==> config.mk <==
export PLATFORM = sky130hd
export DESIGN_NAME = bus_arbiter
export DESIGN_NICKNAME = d
export VERILOG_FILES = /design/src/rtl/bus_arbiter_pkg.sv /design/src/rtl/arb_hold_timer.sv /design/src/rtl/bus_arbiter.sv
export SDC_FILE = /design/constraint.sdc
export NUM_CORES = 1
export LEC_CHECK = 0
export CORE_AREA = 2 2 48 54
export DETAILED_ROUTE_END_ITERATION = 8
export DIE_AREA = 0 0 50 56
export HOLD_SLACK_MARGIN = 0.03
export PLACE_DENSITY = 0.72
export SYNTH_ARGS = -nofsm -noshare
export SYNTH_HDL_FRONTEND = slang
export SYNTH_SLANG_ARGS = --single-unit
==> constraint.sdc <==
create_clock -name clock -period 2.25 [get_ports clock]
set_input_delay 0.3375 -clock clock [delete_from_list [all_inputs] [get_ports clock]]
set_output_delay 0.3375 -clock clock [all_outputs]
set_load 0.01 [all_outputs]
==> src/rtl/bus_arbiter_pkg.sv <==
// -----------------------------------------------------------------------------
// bus_arbiter_pkg
//   Shared definitions for the system-bus arbiter and the blocks around it.
//   Contents:
//     state_t      - arbiter FSM states (IDLE=0, OWN=1)
//     master_t     - master identifiers (M1=0, M2=1)
//     DEF_NUM_SLV  - default number of slaves on the bus
//     DEF_SLV_W    - default width of a slave-select field
// -----------------------------------------------------------------------------
package bus_arbiter_pkg;

    typedef enum logic {
        IDLE = 1'b0,
        OWN  = 1'b1
    } state_t;

    typedef enum logic {
        M1 = 1'b0,
        M2 = 1'b1
    } master_t;

    localparam int DEF_NUM_SLV = 3;
    localparam int DEF_SLV_W   = 2;

endpackage : bus_arbiter_pkg

==> src/rtl/arb_hold_timer.sv <==
// -----------------------------------------------------------------------------
// arb_hold_timer
//   Counts the cycles of the current bus grant. Saturates at MAX_HOLD-1 and
//   flags expiry there; it never wraps.
//   Parameters:
//     MAX_HOLD - maximum number of cycles one grant may last (>= 2)
//   Ports:
//     clock    in  1  rising-edge clock
//     rst      in  1  synchronous active-high reset
//     clear    in  1  force the count to zero (held while the bus is idle)
//     enable   in  1  advance the count by one (while a grant is active)
//     expired  out 1  count has reached MAX_HOLD-1
// -----------------------------------------------------------------------------
module arb_hold_timer #(
    parameter int MAX_HOLD = 1024
) (
    input  logic clock,
    input  logic rst,
    input  logic clear,
    input  logic enable,
    output logic expired
);

    localparam int            CW    = $clog2(MAX_HOLD);
    localparam logic [CW-1:0] LIMIT = CW'(MAX_HOLD - 1);

    logic [CW-1:0] hold_cnt;

    // NOTE: sequential state is always updated with non-blocking assignments
    // so every flop samples the pre-edge value of its inputs.
    always_ff @(posedge clock) begin
        if (rst || clear) begin
            hold_cnt <= '0;
        end else if (enable && !expired) begin
            hold_cnt <= hold_cnt + 1'b1;
        end
    end

    assign expired = (hold_cnt == LIMIT);

endmodule : arb_hold_timer

==> src/rtl/bus_arbiter.sv <==
// -----------------------------------------------------------------------------
// bus_arbiter
//   Two-master round-robin arbiter and slave-select controller. Grants the
//   shared bus to one master at a time, latches its target slave, drives the
//   one-hot slave enable, withholds grants to busy or nonexistent slaves and
//   force-releases a master that holds the bus for MAX_HOLD cycles.
//   Parameters:
//     NUM_SLV  - number of slaves (1..4)
//     SLV_W    - width of the slave-select fields
//     MAX_HOLD - maximum cycles one grant may last (>= 2)
//   Ports:
//     clock              in  1        rising-edge clock
//     rst                in  1        synchronous active-high reset
//     m1_req, m2_req     in  1        bus request, held for the whole transfer
//     m1_sel, m2_sel     in  SLV_W    target slave, valid while req is high
//     slv_busy           in  NUM_SLV  bit i set: slave i refuses new transfers
//     m1_grant, m2_grant out 1        registered, mutually exclusive grants
//     bus_sel            out 1        bus mux select (0=M1, 1=M2)
//     slv_en             out NUM_SLV  one-hot enable of the latched slave
//     bus_busy           out 1        a grant is active
//     m1_abort, m2_abort out 1        one-cycle pulse on a forced release
// -----------------------------------------------------------------------------
module bus_arbiter
    import bus_arbiter_pkg::*;
#(
    parameter int NUM_SLV  = DEF_NUM_SLV,
    parameter int SLV_W    = DEF_SLV_W,
    parameter int MAX_HOLD = 1024
) (
    input  logic               clock,
    input  logic               rst,
    input  logic               m1_req,
    input  logic               m2_req,
    input  logic [SLV_W-1:0]   m1_sel,
    input  logic [SLV_W-1:0]   m2_sel,
    input  logic [NUM_SLV-1:0] slv_busy,
    output logic               m1_grant,
    output logic               m2_grant,
    output logic               bus_sel,
    output logic [NUM_SLV-1:0] slv_en,
    output logic               bus_busy,
    output logic               m1_abort,
    output logic               m2_abort
);

    state_t           state;
    master_t          last_owner;
    logic             lock_1;
    logic             lock_2;
    logic [SLV_W-1:0] cur_slv;

    logic m1_tgt_busy;
    logic m2_tgt_busy;
    logic m1_elig;
    logic m2_elig;
    logic grant_m1;
    logic grant_m2;
    logic owner_req;
    logic expired;

    arb_hold_timer #(
        .MAX_HOLD (MAX_HOLD)
    ) u_hold_timer (
        .clock   (clock),
        .rst     (rst),
        .clear   (state == IDLE),
        .enable  (state == OWN),
        .expired (expired)
    );

    // Eligibility: request up, target exists, target idle, master not locked
    // out by a previous forced release.
    // NOTE: every signal assigned in always_comb gets a default first so no
    // path leaves it unassigned and no latch is inferred.
    always_comb begin
        m1_tgt_busy = 1'b0;
        m2_tgt_busy = 1'b0;
        for (int i = 0; i < NUM_SLV; i++) begin
            if (m1_sel == SLV_W'(i)) m1_tgt_busy = slv_busy[i];
            if (m2_sel == SLV_W'(i)) m2_tgt_busy = slv_busy[i];
        end
        m1_elig = m1_req && (int'(m1_sel) < NUM_SLV) && !m1_tgt_busy && !lock_1;
        m2_elig = m2_req && (int'(m2_sel) < NUM_SLV) && !m2_tgt_busy && !lock_2;
        // On a tie the master that did not own the bus last wins.
        grant_m2 = m2_elig && (!m1_elig || (last_owner == M1));
        grant_m1 = m1_elig && !grant_m2;
    end

    assign owner_req = (last_owner == M1) ? m1_req : m2_req;

    always_ff @(posedge clock) begin
        if (rst) begin
            state      <= IDLE;
            last_owner <= M2;
            lock_1     <= 1'b0;
            lock_2     <= 1'b0;
            cur_slv    <= '0;
            m1_grant   <= 1'b0;
            m2_grant   <= 1'b0;
            bus_sel    <= 1'b0;
            bus_busy   <= 1'b0;
            m1_abort   <= 1'b0;
            m2_abort   <= 1'b0;
        end else begin
            m1_abort <= 1'b0;
            m2_abort <= 1'b0;
            // A lock only lasts until the master lets go of its request.
            if (!m1_req) lock_1 <= 1'b0;
            if (!m2_req) lock_2 <= 1'b0;

            case (state)
                IDLE: begin
                    if (grant_m1) begin
                        state      <= OWN;
                        last_owner <= M1;
                        cur_slv    <= m1_sel;
                        m1_grant   <= 1'b1;
                        bus_sel    <= 1'b0;
                        bus_busy   <= 1'b1;
                    end else if (grant_m2) begin
                        state      <= OWN;
                        last_owner <= M2;
                        cur_slv    <= m2_sel;
                        m2_grant   <= 1'b1;
                        bus_sel    <= 1'b1;
                        bus_busy   <= 1'b1;
                    end
                end

                OWN: begin
                    // A release on the expiry edge is a normal release, so
                    // the owner's request is tested before the timer.
                    if (!owner_req || expired) begin
                        state    <= IDLE;
                        m1_grant <= 1'b0;
                        m2_grant <= 1'b0;
                        bus_sel  <= 1'b0;
                        bus_busy <= 1'b0;
                        if (owner_req) begin
                            if (last_owner == M1) begin
                                m1_abort <= 1'b1;
                                lock_1   <= 1'b1;
                            end else begin
                                m2_abort <= 1'b1;
                                lock_2   <= 1'b1;
                            end
                        end
                    end
                end
            endcase
        end
    end

    // Slave enable is decoded from registered state only, so it changes
    // exactly with the grant and stays fixed for the whole ownership.
    always_comb begin
        slv_en = '0;
        for (int i = 0; i < NUM_SLV; i++) begin
            if (bus_busy && (cur_slv == SLV_W'(i))) slv_en[i] = 1'b1;
        end
    end

endmodule : bus_arbiter
==> run_results.csv <==
group,metric,value,unit
cells_and_area,layout_common_cells,"dfxtp_1 (22), clkdlybuf4s50_1 (19), nor2_1 (11)",
flow_run,maxCapViolCount,0,
drt,viasPerCell,5.768,
global_routing,grt_pass1_vias,1005,
cells_and_area,final_common_cell,"dfxtp_1",
cells_and_area,fillerInstances,204,
global_routing,grt_pass1_wl,4.098,mm
synthesis,synthesis.area,0.001081,sq mm
drt,firstDrtPassIters,4,
critical_path,critPathMaxFanout,5,
critical_path,cp-start-kind,"input port",
floorplan,start_util,48.48,%
place,post-place-ws,0.01228,ns
cells_and_area,seq_area,440.4,sq um
place,portBuffers,19,
sta,slew_violations,0,
global_routing,antenna_found_initial,0,
synthesis,synth.distinct_cells,38,
floorplan,core_area,0.002230,sq mm
cells_and_area,multiInputGateArea,610.6,sq um
clocking,ctsResizeCount,0,
sta,hold_viol,0,
pwr,powerDensity,569.9,mW/mm^2
sta,fin_hold_ws,0.4897,ns
synthesis,synth-edff-count,0,
sta,finalCritPeriodShare,85.66,%
critical_path,critPathArrivalTime,2.16,ns
synthesis,synthesis.nets,138,
drt,detail_route.iter0.violations,11,
sta,worst_slack,0.3226,ns
cells_and_area,regMostFlops,"u_hold_timer.hold_cnt",
synthesis,synth_warnings,0,
pwr,max-vdd-ir-drop,0.3625,mV
cells_and_area,final_area,0.001345,sq mm
critical_path,crit_type,"input port to register",
synthesis,ys.flop_type,"dfxtp_1",
place,gp_congestion,0.8737,
place,dp.cells,173,
critical_path,required,2.48,ns
global_routing,overflow,0,
floorplan,die_h,56,microns
sta,tightest_slew,0.4274,ns
synthesis,synth_cells,126,
clocking,clkTransAtPathRegs,0.12,ns
clocking,clock_path_buffers,2,
drt,num_vias,1021,
clocking,cts_hold_buf,0,
sta,rsz0062_at_grt,"false",
min_path,hp-class,"register to register",
clocking,cts.sinks,22,
cells_and_area,instances_no_fill,177,
sta,setup_tns,0,ns
cells_and_area,largest_register_ffs,10,
cells_and_area,nets,160,
sta,fin_crit,1.927,ns
global_routing,grt_usage,18.27,%
sta,setup_viol,0,
clocking,post_cts_buffers,0,
place,dpl-instance-area,0.001309,sq mm
drt,drc,0,
sta,slew_headroom,71.47,%
synthesis,synth_seq_cells,22,
critical_path,end_kind,"register",
synthesis,synthArstFlopShare,0,%
pwr,p_leak,0.4996,nW
synthesis,syn_avg_cell_area,8.580,sq um
cells_and_area,drive_above_1_share,12.24,%
clocking,cts_root_buf,"clkbuf_4",
outcome,status,"completed",
clocking,cts_max_level,1,
cells_and_area,largestRegisters,"u_hold_timer.hold_cnt: 10 flops, cur_slv: 2 flops",
cells_and_area,num_antenna_cells,0,
drt,routed_wl,2.391,mm
cells_and_area,area_growth,24.42,%
clocking,insertion_delay,0.30,ns
floorplan,ios,20,
floorplan,dieArea,0.002800,sq mm
global_routing,grt_max_degree,13,
drt,ant_nets,0,
drt,wl_per_cell,13.51,microns
floorplan,num_rows,18,
synthesis,yosysSeqAreaShare,40.74,%
clocking,cts_tree,"yes",
place,dp_hpwl,1.852,mm
clocking,numCtsBuffers,3,
floorplan,die_w,50,microns
sta,fin_skew,0.003731,ns
sta,max_freq,518.8,MHz
-- where the power goes --
group | total (W) | internal (W) | leakage [nW] | switching, W
Sequential | 0.000429 | 0.000406 | 0.179 | 0.0000231
Combinational | 0.000128 | 0.0000683 | 0.300 | 0.0000595
Clock | 0.000210 | 0.0000986 | 0.0210 | 0.000111
Total | 0.000767 | 0.000573 | 0.500 | 0.000194
-- final cells by class --
| type | count | area share (%) |
|---|---|---|
| Clock buffer | 4 | 2.698 |
| Inverter | 4 | 1.116 |
| Sequential cell | 22 | 32.74 |
| Timing Repair Buffer | 21 | 15.26 |
| Multi-Input combinational cell | 96 | 45.40 |
| Tap cell | 30 | 2.791 |
-- routing by layer --
layer | track usage, % | wire, microns | up-vias
li1 | - | - | 501
met1 | 21.10 | 1075 | 491
met2 | 32.33 | 1218 | 27
met3 | 2.957 | 81 | 2
met4 | 7.937 | 15 | 0
met5 | 0 | 0 | -
-- cells in the mapped netlist, types with 4 or more instances --
| cell | count | share of area [%] |
|---|---|---|
| a21oi_1 | 7 | 3.2 |
| a31oi_1 | 6 | 3.5 |
| and3_1 | 5 | 2.9 |
| clkbuf_1 | 4 | 1.4 |
| dfxtp_1 | 22 | 41 |
| inv_1 | 4 | 1.4 |
| nand2_1 | 9 | 3.1 |
| nand3_1 | 5 | 2.3 |
| nor2_1 | 11 | 3.8 |
| nor3_1 | 5 | 2.3 |
| nor3b_1 | 4 | 2.8 |
| o21ai_0 | 6 | 2.8 |
| or3_1 | 5 | 2.9 |
-- through the flow --
| stage | total power, W | utilization [%] |
|---|---|---|
| after floorplan | 0.0005037 | - |
| after global placement | 0.0005597 | 58.70 |
| after detailed placement | 0.0005630 | 58.70 |
| after CTS | 0.0007741 | 60.33 |
| after global routing | 0.0008025 | 60.33 |
| final | 0.0007665 | 60.33 |
-- cell families after synthesis --
family,after synthesis,synth area share [%]
muxes,3,2.894
DFF,22,40.74
buffers and inverters,8,2.777
xor gates and xnor gates,3,2.431
AOI/OAI and AO/OA,31,20.14
and+or+nand+nor,58,29.86
adders and majority gates,1,1.157
-- critical path, stage by stage --
cell and delay (ns):
clkdlybuf4s50_1 0.49, or3b_2 0.52, o22a_2 0.27, a21oi_2 0.26
nor2_1 0.09, a211oi_2 0.19
-- worst paths after layout --
kind	start	to	slack [ns]	cells past startpoint
max reg2reg	u_hold_timer.hold_cnt[0]$_SDFFE_PP0P_	u_hold_timer.hold_cnt[7]$_SDFFE_PP0P_	0.47	6
max	m2_sel[1]	cur_slv[1]$_SDFFE_PP0P_	0.32	6
min reg2reg	u_hold_timer.hold_cnt[1]$_SDFFE_PP0P_	u_hold_timer.hold_cnt[1]$_SDFFE_PP0P_	0.49	2
min	u_hold_timer.hold_cnt[1]$_SDFFE_PP0P_	u_hold_timer.hold_cnt[1]$_SDFFE_PP0P_	0.49	2
(Power assumes the default switching activity.)
==> RTL change: new RTL, same flow settings <==
`MAX_HOLD` is set to 1024 in 2 places; all go to 4096.
--- a/src/rtl/arb_hold_timer.sv
+++ b/src/rtl/arb_hold_timer.sv
@@ -12,7 +12,7 @@
 //     expired  out 1  count has reached MAX_HOLD-1
 // -----------------------------------------------------------------------------
 module arb_hold_timer #(
-    parameter int MAX_HOLD = 1024
+    parameter int MAX_HOLD = 4096
 ) (
     input  logic clock,
     input  logic rst,
--- a/src/rtl/bus_arbiter.sv
+++ b/src/rtl/bus_arbiter.sv
@@ -25,7 +25,7 @@
 #(
     parameter int NUM_SLV  = DEF_NUM_SLV,
     parameter int SLV_W    = DEF_SLV_W,
-    parameter int MAX_HOLD = 1024
+    parameter int MAX_HOLD = 4096
 ) (
     input  logic               clock,
     input  logic               rst,
Behaviour: no difference found for any inputs over 10 cycles, from zero or initial values and one cycle with rst high; that may be too few to reach the edited logic, so the function may still have changed.
==> RTL change against the unedited design <==
  * Setup slack improved by 0.11 ns
  * Clock power is 5% higher
  * Via count decreased by 1.1%
  * Sequential cell count rose by 2
  * Synthesized area increased by 14%
  * Wire length up 4.1%
  * Total power up 6.5%
  * Clock skew shrank 0.00058 ns
  * Final cell count up 2.3%
  * Hold slack improved by 0.010 ns
  * Combinational power rose by 8%
  * Critical path depth decreased by 4
  * Cell area grew 10%
==> RTL change: results (changes against the unedited design) <==
layout:
  top_regs: "u_hold_timer.hold_cnt: 12 flops, cur_slv: 2 flops"  # was u_hold_timer.hold_cnt: 10 flops, cur_slv: 2 flops
  fillerInstances: 189  # was 204
  drive_above_1_share_pct: 11.26  # was 12.24%
  nNetsFinal: 164  # was 160
drt:
  wirelength_mm: 2.488  # was 2.391 mm
  routed-via-count: 1010  # was 1021
  drtIter0Drc: 17  # was 11
  drt-pass1-iter-count: 4  # unchanged
grt:
  grt_pass1_vias: 991  # was 1005
  grt_max_degree: 15  # was 13
  grtUsageTotal_pct: 19.38  # was 18.27%
  grt_pass1_wl_mm: 4.298  # was 4.098 mm
  grt_antenna_before_repair: 0  # unchanged
min_path:
  hold_end: "m2_grant"  # was u_hold_timer.hold_cnt[1]
  min_from: "m2_grant"  # was u_hold_timer.hold_cnt[1]
  whs_path_depth: 1  # was 2
critical_path:
  slowest_stage: "clkdlybuf4s50_1"  # was or3b_2
  rrSetupSlack_ns: 0.51  # was 0.47 ns
  cpPeakStageDelay_ns: 0.56  # was 0.52 ns
  r2r-end: "m1_grant"  # was u_hold_timer.hold_cnt[7]
  path_delay_family: "buffers and inverters"  # was compound AO/OA/AOI/OAI gates
  cp_data_arrival_time_ns: 1.48  # was 2.16 ns
sta:
  relSlewSlack_pct: 69.19  # was 71.47%
  fin_skew_ns: 0.003152  # was 0.003731 ns
placement:
  dpl.hpwl_mm: 1.872  # was 1.852 mm
  place.gp.congestion: 0.7384  # was 0.8737
  io_buffer_count: 19  # unchanged
cts:
  root_buffer: "clkbuf_4"  # unchanged
  cts.path.max_buffers: 2  # unchanged
  ctsResizeCount: 0  # unchanged
  post_cts_buffers: 0  # unchanged
synth:
  yosysSeqAreaShare_pct: 39.06  # was 40.74%
  syn_nets: 142  # was 138
  synth_commonest_cells: "dfxtp_1, nor2_1, nand2_1, xnor2_1"  # was dfxtp_1, nor2_1, nand2_1, a21oi_1
  ys_types: 45  # was 38
  synthTopCellsByArea: "dfxtp_1, nor2_1, xnor2_1, nand2_1, xor2_1"  # was dfxtp_1, nor2_1, a31oi_1, a21oi_1, nand2_1
pwr:
  vdd_drop_max_mv: 0.4231  # was 0.3625 mV
  p_leak_uw: 0.0005232  # was 0.0004996 uW
run_status:
  status: "completed"  # unchanged
==> RTL change: cell types whose count changed after synthesis, sizes merged, moves of 4 or more <==
cell / before / now
a21oi: 8 / 4
xnor2: 2 / 6
nor2: 11 / 18
clkbuf: 4 / 0
or3: 5 / 1
buf: 0 / 4
==> RTL change: how the worst max path moves through the flow <==
stage	start	to	depth (start not counted)	slack, ns
after floorplan	u_hold_timer.hold_cnt[0]	m1_grant	7	0.75
after global placement	m2_sel[0]	bus_sel	6	0.20
after detailed placement	m2_sel[0]	bus_sel	6	0.16
after CTS	bus_busy	slv_en[0]	2	0.41
after global routing	bus_busy	slv_en[0]	2	0.27
final	bus_busy	slv_en[0]	2	0.43
==> RTL change: per-layer routing <==
layer / global-route usage, % / share of wire (%) / vias to the layer above
met2: 35.34 / 53 / 17
met3: 2.151 / 3.0 / 2
met4: 7.143 / 0.56 / 0
li1: - / - / 513
met5: 0 / 0 / -
met1: 22.61 / 43 / 478
==> RTL change: logic make-up (layout without fill, tap and decap cells) <==
| group | count (synthesis) | count (layout) | share of synthesized area (%) |
|---|---|---|---|
| muxes | 4 | 4 | 3.662 |
| adders and majority gates | 1 | 1 | 1.017 |
| buffers and inverters | 6 | 27 | 2.848 |
| xor gates and xnor gates | 10 | 10 | 7.121 |
| DFF | 24 | 24 | 39.06 |
| AOI/OAI and AO/OA | 22 | 22 | 15.56 |
| and+or+nand+nor | 63 | 63 | 30.72 |
==> RTL change: final cells by class <==
cell class                 instances  area, sq um  share of cell area [%]
multi-input combinational        100        714.4                   48.23
sequential                        24        480.5                   32.43
timing repair buffer              21        205.2                   13.85
tap                               30        37.54                   2.534
clock buffer                       4        36.28                   2.449
inverter                           2        7.507                  0.5068
==> RTL change: power breakdown <==
group	switching (uW)	internal [uW]	leakage (uW)
clock network	121	98.7	0.0000210
logic	66.2	71.6	0.000307
registers	17.6	442	0.000195
==> RTL change: through the flow <==
stage               hold slack [ns]  std cells  util, %  worst slack (ns)  cell area (sq um)
global placement             0.4767        177    64.81            0.2004               1445
finish                       0.5002        181    66.44            0.4309               1481
floorplan                    0.4136        130        -            0.7544               1230
detailed placement           0.4663        177    64.81            0.1613               1445
global route                 0.5262        181    66.44            0.2656               1481
CTS                          0.5009        181    66.44            0.4062               1481
==> RTL change: worst reg2reg max path: cells and delay by family (launching register included) <==
kind            cells  cell delay [ns]
flops               1             0.41
compound gates      2             0.41
simple gates        3             0.61
fa+ha+maj           1             0.22
